===== src/rtl/sevenseg_pkg.sv =====
`default_nettype none
// ============================================================================
// Module      : sevenseg_pkg
// Description : Shared seven-segment definitions. Segment vectors are ordered
//               {g,f,e,d,c,b,a}. SEG_HEX holds the active-high hex glyphs.
//               SEG_OFF is the active-low pattern with every segment dark.
// Revision    : 1.0 - initial release
// ============================================================================
package sevenseg_pkg;

    typedef logic [6:0] seg_t;

    localparam seg_t SEG_OFF = 7'h7F;

    // Active-high glyphs for 0-9, A, b, C, d, E, F
    localparam seg_t SEG_HEX [16] = '{
        7'h3F, 7'h06, 7'h5B, 7'h4F, 7'h66, 7'h6D, 7'h7D, 7'h07,
        7'h7F, 7'h6F, 7'h77, 7'h7C, 7'h39, 7'h5E, 7'h79, 7'h71
    };

endpackage
`default_nettype wire


===== src/rtl/sevenseg_scanner_if.sv =====
`default_nettype none
// ============================================================================
// Module      : sevenseg_scanner_if
// Description : Bundle between the datapath and the display scanner.
//               master : the datapath side. It drives digits, dp_in,
//                        digit_en and blank, and observes the pin outputs.
//               slave  : the scanner. It consumes those inputs and drives
//                        seg_n, dp_n, an_n and slot_idx.
// Revision    : 1.0 - initial release
// ============================================================================
interface sevenseg_scanner_if #(
    parameter int NUM_DIGITS = 4
);
    import sevenseg_pkg::*;

    logic [4*NUM_DIGITS-1:0]       digits;
    logic [NUM_DIGITS-1:0]         dp_in;
    logic [NUM_DIGITS-1:0]         digit_en;
    logic                          blank;
    seg_t                          seg_n;
    logic                          dp_n;
    logic [NUM_DIGITS-1:0]         an_n;
    logic [$clog2(NUM_DIGITS)-1:0] slot_idx;

    modport master (
        output digits, dp_in, digit_en, blank,
        input  seg_n, dp_n, an_n, slot_idx
    );

    modport slave (
        input  digits, dp_in, digit_en, blank,
        output seg_n, dp_n, an_n, slot_idx
    );

endinterface
`default_nettype wire


===== src/rtl/sevenseg_scanner_hex_to_7seg.sv =====
`default_nettype none
// ============================================================================
// Module      : hex_to_7seg
// Description : Combinational hex nibble to active-high {g..a} segment decode.
//   nibble : in  4  value 0-F
//   seg    : out 7  active-high segments {g,f,e,d,c,b,a}
// Revision    : 1.0 - initial release
// ============================================================================
module hex_to_7seg
    import sevenseg_pkg::*;
(
    input  wire logic [3:0] nibble,
    output seg_t            seg
);

    assign seg = SEG_HEX[nibble];

endmodule
`default_nettype wire


===== src/rtl/sevenseg_scanner.sv =====
`default_nettype none
// ============================================================================
// Module      : sevenseg_scanner
// Description : Time-multiplexed common-anode seven-segment scanner. It steps
//               round-robin through the digits, with REFRESH_DIV cycles per
//               slot. The first BLANK_CYCLES cycles of each slot keep all
//               anodes off so that segment changes never show as ghosts.
//   clock : in  1   system clock, rising edge
//   reset : in  1   synchronous active-high reset
//   bus   : slave modport carrying digits/dp_in/digit_en/blank in and
//           seg_n/dp_n/an_n/slot_idx out. All outputs are registered.
// Revision    : 1.0 - initial release
// ============================================================================
module sevenseg_scanner
    import sevenseg_pkg::*;
#(
    parameter int NUM_DIGITS   = 4,
    parameter int REFRESH_DIV  = 100000,
    parameter int BLANK_CYCLES = 16
)(
    input  wire logic         clock,
    input  wire logic         reset,
    sevenseg_scanner_if.slave bus
);

    localparam int c_IDX_W = $clog2(NUM_DIGITS);
    localparam int c_CNT_W = $clog2(REFRESH_DIV);

    localparam logic [c_CNT_W-1:0]    c_CNT_LAST = c_CNT_W'(REFRESH_DIV - 1);
    localparam logic [c_CNT_W-1:0]    c_BLANK    = c_CNT_W'(BLANK_CYCLES);
    localparam logic [c_IDX_W-1:0]    c_IDX_LAST = c_IDX_W'(NUM_DIGITS - 1);
    localparam logic [NUM_DIGITS-1:0] c_AN_OFF   = '1;

    logic [c_CNT_W-1:0]    r_cnt;
    logic [c_IDX_W-1:0]    r_idx;
    logic [3:0]            r_nib;
    logic                  r_dp;
    logic                  r_first;

    seg_t                  r_seg_n;
    logic                  r_dp_n;
    logic [NUM_DIGITS-1:0] r_an_n;
    logic [c_IDX_W-1:0]    r_slot_idx;

    logic                  w_last;
    logic [c_IDX_W-1:0]    w_idx_next;
    logic [c_IDX_W-1:0]    w_load_idx;
    logic                  w_load;
    logic                  w_an_off;
    seg_t                  w_seg;

    assign w_last     = (r_cnt == c_CNT_LAST);
    assign w_idx_next = (r_idx == c_IDX_LAST) ? '0 : r_idx + c_IDX_W'(1);

    // Digit data is captured on the slot-change edge for the upcoming slot.
    // On the first cycle after reset, slot 0 is captured as well, so that
    // slot 0 shows live input rather than the reset nibble.
    assign w_load_idx = w_last ? w_idx_next : r_idx;
    assign w_load     = w_last || r_first;

    assign w_an_off = (r_cnt < c_BLANK) || bus.blank || !bus.digit_en[r_idx];

    hex_to_7seg u_hex (
        .nibble (r_nib),
        .seg    (w_seg)
    );

    always_ff @(posedge clock) begin
        if (reset) begin
            r_cnt      <= '0;
            r_idx      <= '0;
            r_nib      <= '0;
            r_dp       <= 1'b0;
            r_first    <= 1'b1;
            r_seg_n    <= SEG_OFF;
            r_dp_n     <= 1'b1;
            r_an_n     <= c_AN_OFF;
            r_slot_idx <= '0;
        end else begin
            r_first <= 1'b0;
            if (w_last) begin
                r_cnt <= '0;
                r_idx <= w_idx_next;
            end else begin
                r_cnt <= r_cnt + c_CNT_W'(1);
            end
            if (w_load) begin
                r_nib <= bus.digits[{w_load_idx, 2'b00} +: 4];
                r_dp  <= bus.dp_in[w_load_idx];
            end

            r_seg_n    <= ~w_seg;
            r_dp_n     <= ~r_dp;
            r_slot_idx <= r_idx;
            r_an_n     <= w_an_off ? c_AN_OFF
                                   : ~(NUM_DIGITS'(1) << r_idx);
        end
    end

    assign bus.seg_n    = r_seg_n;
    assign bus.dp_n     = r_dp_n;
    assign bus.an_n     = r_an_n;
    assign bus.slot_idx = r_slot_idx;

endmodule
`default_nettype wire


===== src/flat_wrapper.sv =====
// flat-port wrapper written by rule: the top's interface ports become plain ports
module sevenseg_scanner_flat import sevenseg_pkg::*;
#(
    parameter int NUM_DIGITS   = 4,
    parameter int REFRESH_DIV  = 100000,
    parameter int BLANK_CYCLES = 16
)
  (clock, reset, bus_digits, bus_dp_in, bus_digit_en, bus_blank, bus_seg_n, bus_dp_n, bus_an_n, bus_slot_idx);
  sevenseg_scanner_if #(.NUM_DIGITS(NUM_DIGITS)) bus_i ();
  input  wire logic clock;
  input  wire logic reset;
  input wire logic [$bits(bus_i.digits)-1:0] bus_digits;
  input wire logic [$bits(bus_i.dp_in)-1:0] bus_dp_in;
  input wire logic [$bits(bus_i.digit_en)-1:0] bus_digit_en;
  input wire logic [$bits(bus_i.blank)-1:0] bus_blank;
  output wire logic [$bits(bus_i.seg_n)-1:0] bus_seg_n;
  output wire logic [$bits(bus_i.dp_n)-1:0] bus_dp_n;
  output wire logic [$bits(bus_i.an_n)-1:0] bus_an_n;
  output wire logic [$bits(bus_i.slot_idx)-1:0] bus_slot_idx;
  assign bus_i.digits = bus_digits;
  assign bus_i.dp_in = bus_dp_in;
  assign bus_i.digit_en = bus_digit_en;
  assign bus_i.blank = bus_blank;
  assign bus_seg_n = bus_i.seg_n;
  assign bus_dp_n = bus_i.dp_n;
  assign bus_an_n = bus_i.an_n;
  assign bus_slot_idx = bus_i.slot_idx;
  sevenseg_scanner #(.NUM_DIGITS(NUM_DIGITS), .REFRESH_DIV(REFRESH_DIV), .BLANK_CYCLES(BLANK_CYCLES)) u_core (.clock(clock), .reset(reset), .bus(bus_i));
endmodule

===== config.mk =====
export PLATFORM = sky130hd
export DESIGN_NAME = sevenseg_scanner_flat
export DESIGN_NICKNAME = d
export VERILOG_FILES = /design/src/rtl/sevenseg_pkg.sv /design/src/rtl/sevenseg_scanner_if.sv /design/src/rtl/sevenseg_scanner_hex_to_7seg.sv /design/src/rtl/sevenseg_scanner.sv /design/src/flat_wrapper.sv
export SDC_FILE = /design/constraint.sdc
export NUM_CORES = 1
export LEC_CHECK = 0
export CAP_MARGIN = 10
export CORE_ASPECT_RATIO = 0.5
export CORE_MARGIN = 2
export CORE_UTILIZATION = 50
export DETAILED_ROUTE_END_ITERATION = 8
export GPL_TIMING_DRIVEN = 0
export PLACE_DENSITY = 0.77
export SKIP_LAST_GASP = 1
export SYNTH_ARGS = -nofsm -noshare
export SYNTH_HDL_FRONTEND = slang
export SYNTH_SLANG_ARGS = --single-unit

===== constraint.sdc =====
create_clock -name clock -period 2 [get_ports clock]
set_input_delay 0.4 -clock clock [delete_from_list [all_inputs] [get_ports clock]]
set_output_delay 0.4 -clock clock [all_outputs]
set_load 0.02 [all_outputs]

Yosys cells after proc, flatten, opt, wreduce, memory -nomap -nowiden. Memory sizes are Yosys's and may differ from the RTL's. Index checks and enable logic that the tools add are counted.

Logic and storage cells: 39. Bits in latches: 0. Memory bits (read-only): 112. Register bits after elaboration: 39. RAM bits: 0. Memories kept: 1. Output and inout bits: 14. Bits of input ports: 27.

Multipliers: 0. Reduce and logical (&&, ||, !) cells: 6. Add/subtract/negate cells: 2. Div/mod/pow operators: 0. Eq/ne operators: 2. Magnitude comparators: 4. Mux-type cells: 9. Bitwise operators: 4. Shifts and indexed selects: 2.

Memory list: (name not given) (depth 16, width 7, read ports 1, clocked after memory_dff 0, write ports 0, RTL line sevenseg_scanner_hex_to_7seg.sv:16) `assign seg = SEG_HEX[nibble];`.

Operator list (number): $add A17 B1 Y17 const B (1); $eq A17 B17 Y1 const B (1); $lt A17 B5 Y1 const B (1); $shiftx A16 B5 Y4 (1); $mux W7 (2); $not A7 Y7 (1); $lt A2 B3 Y1 const B (2); $ge A5 B5 Y1 const B (1); $not A4 Y5 (1); $bmux W1 S2 (2); $mux W2 (2); $not A4 Y4 (1); $reduce_or A2 Y1 (2); $shl A1 B2 Y4 const A (1); $logic_or A1 B1 Y1 (3); $mux W1 (3); $add A2 B1 Y2 const B (1); $eq A2 B2 Y1 const B (1); $logic_not A1 Y1 (1); $not A1 Y1 (1).

Logic depth before layout (Yosys ltp).
Depth in word-level cells: 5. Depth in mapped cells: 7. Depth with buffers taken out: 6.

Cells and area by module. A second synthesis with hierarchy kept.

Cells, all modules: 210. Area total of the unflattened synthesis: 1964.4 µm².

By module, submodules not included: sevenseg_scanner (sequential area each 780.7 µm², area each 1674.1 µm², cells each 177, times used 1); hex_to_7seg (sequential area each 0.0 µm², area each 290.3 µm², cells each 33, times used 1).

Worst setup path before layout. OpenSTA, ideal clock, no wires.

Path type: register to register. Start: register u_core.r_cnt[0]. End: register u_core.r_nib[0]. Library setup time: 137 ps. Period minus slack after synthesis: 1774 ps. Data arrival time: 1637 ps. Data required time: 1863 ps. Setup slack: 226 ps. Buffers on the path: 1. Cell stages (with the launch flop): 8. Path through: dfxtp_1 -> ha_1 -> and4_1 -> nand4_2 -> mux2i_1 -> buf_6 -> mux2i_1 -> o221ai_1.

Word-level cells in the longest chain between the ends: 3. Elaborated cells between the ends (all ways): 4. Those cells by class: eq/ne (1); shift (1); mux (1); reduce/logical (1).

RTL lines: start, declared (RTL line sevenseg_scanner.sv:34) `logic [c_CNT_W-1:0] r_cnt;`; start signal, assigned (RTL line sevenseg_scanner.sv:85) `r_cnt <= r_cnt + c_CNT_W'(1);`; $eq A17 B17 Y1 (*) (RTL line sevenseg_scanner.sv:52) `assign w_last = (r_cnt == c_CNT_LAST);`; $mux W2 (RTL line sevenseg_scanner.sv:58) `assign w_load_idx = w_last ? w_idx_next : r_idx;`; $shiftx A16 B5 Y4 (RTL line sevenseg_scanner.sv:88) `r_nib <= bus.digits[{w_load_idx, 2'b00} +: 4];`; end signal, assigned (RTL line sevenseg_scanner.sv:88); end, declared (RTL line sevenseg_scanner.sv:36) `logic [3:0] r_nib;`.

Mark *: on every way between the ends. The rest lies on a longest branch, timed or not. A chain may end at the register's enable or synchronous reset.

Final worst setup path.
Start: register u_core.r_idx[0]. End: register u_core.r_dp.

Word-level cells in the longest chain between the ends: 5. Elaborated cells between the ends (all ways): 6. Those cells by class: add/sub (1); eq/ne (1); mux (4).

RTL lines: start, declared (RTL line sevenseg_scanner.sv:35) `logic [c_IDX_W-1:0] r_idx;`; start signal, assigned (RTL line sevenseg_scanner.sv:83) `r_idx <= w_idx_next;`; $add A2 B1 Y2 / $eq A2 B2 Y1 (equally long branches) (RTL line sevenseg_scanner.sv:53) `assign w_idx_next = (r_idx == c_IDX_LAST) ? '0 : r_idx + c_IDX_W'(1);`; $mux W2 (RTL line sevenseg_scanner.sv:53); $mux W2 (*) (RTL line sevenseg_scanner.sv:58); $bmux W1 S2 (*) (RTL line sevenseg_scanner.sv:89) `r_dp <= bus.dp_in[w_load_idx];`; $mux W1 (implied by the code) (*) (RTL line sevenseg_scanner.sv:89); end signal, assigned (RTL line sevenseg_scanner.sv:89); end, declared (RTL line sevenseg_scanner.sv:37) `logic r_dp;`.

Mark *: on every way between the ends. The rest lies on a longest branch, timed or not. The select of a mux whose other input is x is not followed.

==> run metrics <==
result of the run complete, no violations; post-place setup slack -111 ps; final hold violation count 0; setup violators final 0; half-perimeter wire length after placement 3.09 mm; maximum level of the CTS H-tree 2; Mapped Avg Cell Area a little over 9 sq um; highest-count cells in the layout ignoring fill and taps 40 x clkdlybuf4s50_1, 35 x dfxtp_1, 25 x nand2_1, 25 x nor2_1; static leakage 0.990 nW; Synth Register Bits 39; count of max-cap constraint violations 0; number of max-slew violations in the final report 0; I/O pins between 40 and 50; average via count per standard cell 5.44; die area between 4000 and 5000 sq um; Starting DRT DRC Count around 70; Mapped Area ~1900 sq um; power per standard cell area roughly 660 nW/um^2; Worst Path Max Fanout 7; endpoint type of the worst setup path flip-flop; latest clock arrival within the worst-skew pair 290 ps; die width around 90 um; sinks on the clock net 39; GRT Overall Usage 21.3%; number of antenna violations at the first check in global routing 0; maximum number of pins on one net before global-route repair 13; CTS tree built; worst hold path stage count 1; synth unique cells slightly above 40; area added between synthesis and finish 35.6%; share of final-layout standard cells stronger than drive strength 1 roughly 13%; async set-reset flop share out of synthesis 0%; maximum vdd drop 423 uV; count of flip-flops with a built-in enable after synthesis 0; DR vias 1660; Detailed Routing Iterations Pass 1 6; via count of the first global-routing pass about 1500; slew at the pin with the worst max-slew slack between 600 and 700 ps; Finished Core Util 72.7%; Final Routed Wirelength 4.44 mm; fin cells 305; fraction of the yosys area taken by sequential cells between 40% and 50%; Layout Nets slightly below 300; final worst path period share 97.3%; Worst Path Class, Setup reg -> reg; wire length per cell after detailed routing between 10 and 15 um; CP Data Required Time between 2000 and 2500 ps; wire length of the first global-routing pass roughly 6.9 mm; type of the tightest min-delay check reg -> reg; Post-route DRC 0; clock tree skew after final layout between 3 and 4 ps; remaining global-route overflow 0; relative slew slack between 50% and 60%; worst r2r path cells 6; final critical delay including setup and external delays 1950 ps; Critical Path Start Type flip-flop; number of nets with antenna violations after routing 0; post-cts hold buffer count 0; starting utilization of the core area between 50% and 60%; Core ar. 3510 sq um; Synth Warn # 0; Post-Synthesis Net Count approximately 240; Port Buffers 40; final antenna diode count 0; maximum buffer depth of the clock tree 2; primary flip-flop cell chosen by synthesis mapping dfxtp_1; clock-pin slew on the worst setup and hold paths about 70 ps; Die Y-Extent roughly 47 um; most common cell after layout, fill and taps aside clkdlybuf4s50_1; number of cell rows 15; least setup slack across all paths after layout between 50 and 60 ps; timing-limited maximum frequency around 0.51 GHz; dpl cells between 200 and 300; weighted congestion reported at the end of routability-driven placement roughly 0.87; total clock buffers created by CTS 5; worst endpoint data arrival time between 2000 and 2500 ps; number of cells produced by synthesis between 200 and 250; buffer type at the clock tree root clkbuf_8
-- cell usage after synthesis, drive strengths merged, types with 3 or more instances --
cell | n | share of area [%]
or3 | 7 | 2.3
o21ai | 8 | 2.1
clkbuf | 5 | 1.0
and4 | 3 | 1.5
and3 | 5 | 1.9
nor4 | 4 | 2.1
ha | 10 | 6.6
nand2 | 25 | 5.0
inv | 10 | 2.0
o221ai | 5 | 2.3
mux2i | 11 | 5.9
dfxtp | 39 | 41
nand4 | 4 | 1.7
a21oi | 3 | 0.80
xor2 | 10 | 4.7
nand3 | 4 | 1.1
nor2 | 25 | 5.0
-- registers in the layout, summed over array words and instances, names as in the netlist --
register             count
u_core.r_cnt            17
u_core.bus.seg_n         7
u_core.bus.an_n          4
u_core.r_nib             4
u_core.bus.slot_idx      2
u_core.r_idx             2
u_core.bus.dp_n          1
u_core.r_dp              1
u_core.r_first           1
-- critical path, stage by stage, from the launching register on --
cell       delay (ps)
dfxtp_2           420
inv_1             120
ha_1              380
nand2b_1          180
a2111oi_1         460
o221ai_1          180
o211ai_1          140
-- layer usage --
metal / vias up / track usage (%) / share of wire (%)
met3: 9 / 7.54 / 4.5
met2: 49 / 40.1 / 50
met5: - / 0 / 0
li1: 814 / - / -
met1: 788 / 23.7 / 44
met4: 0 / 8.00 / 1.3
-- final cells by class --
class,count,area (sq um)
buffer,6,30.0
clock buffer,6,82.6
clock inverter,2,35.0
fill,274,958
inverter,10,37.5
multi-input combinational,149,1100
sequential,39,786
tap,51,63.8
timing repair buffer,42,415
-- cells by family (layout without fill, tap and decap cells) --
group | count (synthesis) | in the layout | synth area share, %
AO/OA/AOI/OAI | 27 | 27 | 10.2
XOR/XNOR | 12 | 12 | 5.59
adder cells (fa/ha/maj) | 10 | 10 | 6.65
buffers and inverters | 16 | 66 | 3.59
flip-flops | 39 | 39 | 41.5
multiplexers | 13 | 13 | 8.24
AND/OR/NAND/NOR | 87 | 87 | 24.2
-- what timing repair did --
| item | 4_1_cts | 5_1_grt |
|---|---|---|
| endpoints found under the setup margin | 15 | 14 |
| setup buffers | 0 | 1 |
| cloned | 0 | 1 |
| resized for setup | 5 | 15 |
-- final timing paths --
path	slack (ps)	startpoint	to
min	390	u_core.r_dp	u_core.bus.dp_n
max reg2reg	50	u_core.r_idx[0]	u_core.r_dp
max	50	u_core.r_idx[0]	u_core.r_dp
min reg2reg	390	u_core.r_dp	u_core.bus.dp_n
-- power breakdown --
group	internal, mW	switching (mW)
sequential	0.803	0.0181
combinational	0.111	0.0844
clock	0.404	0.273
-- through the flow --
step | total power, mW | area (sq um) | hold slack [ps] | TNS, ps
detailed placement | 1.02 | 2350 | 366 | -456
CTS | 1.70 | 2480 | 386 | 0
global placement | 1.02 | 2350 | 364 | -43.5
global route | 1.76 | 2550 | 420 | -121
finish | 1.69 | 2550 | 392 | 0
floorplan | 0.924 | 1880 | 356 | 0
No activity file was read; power rests on OpenSTA's default activity.
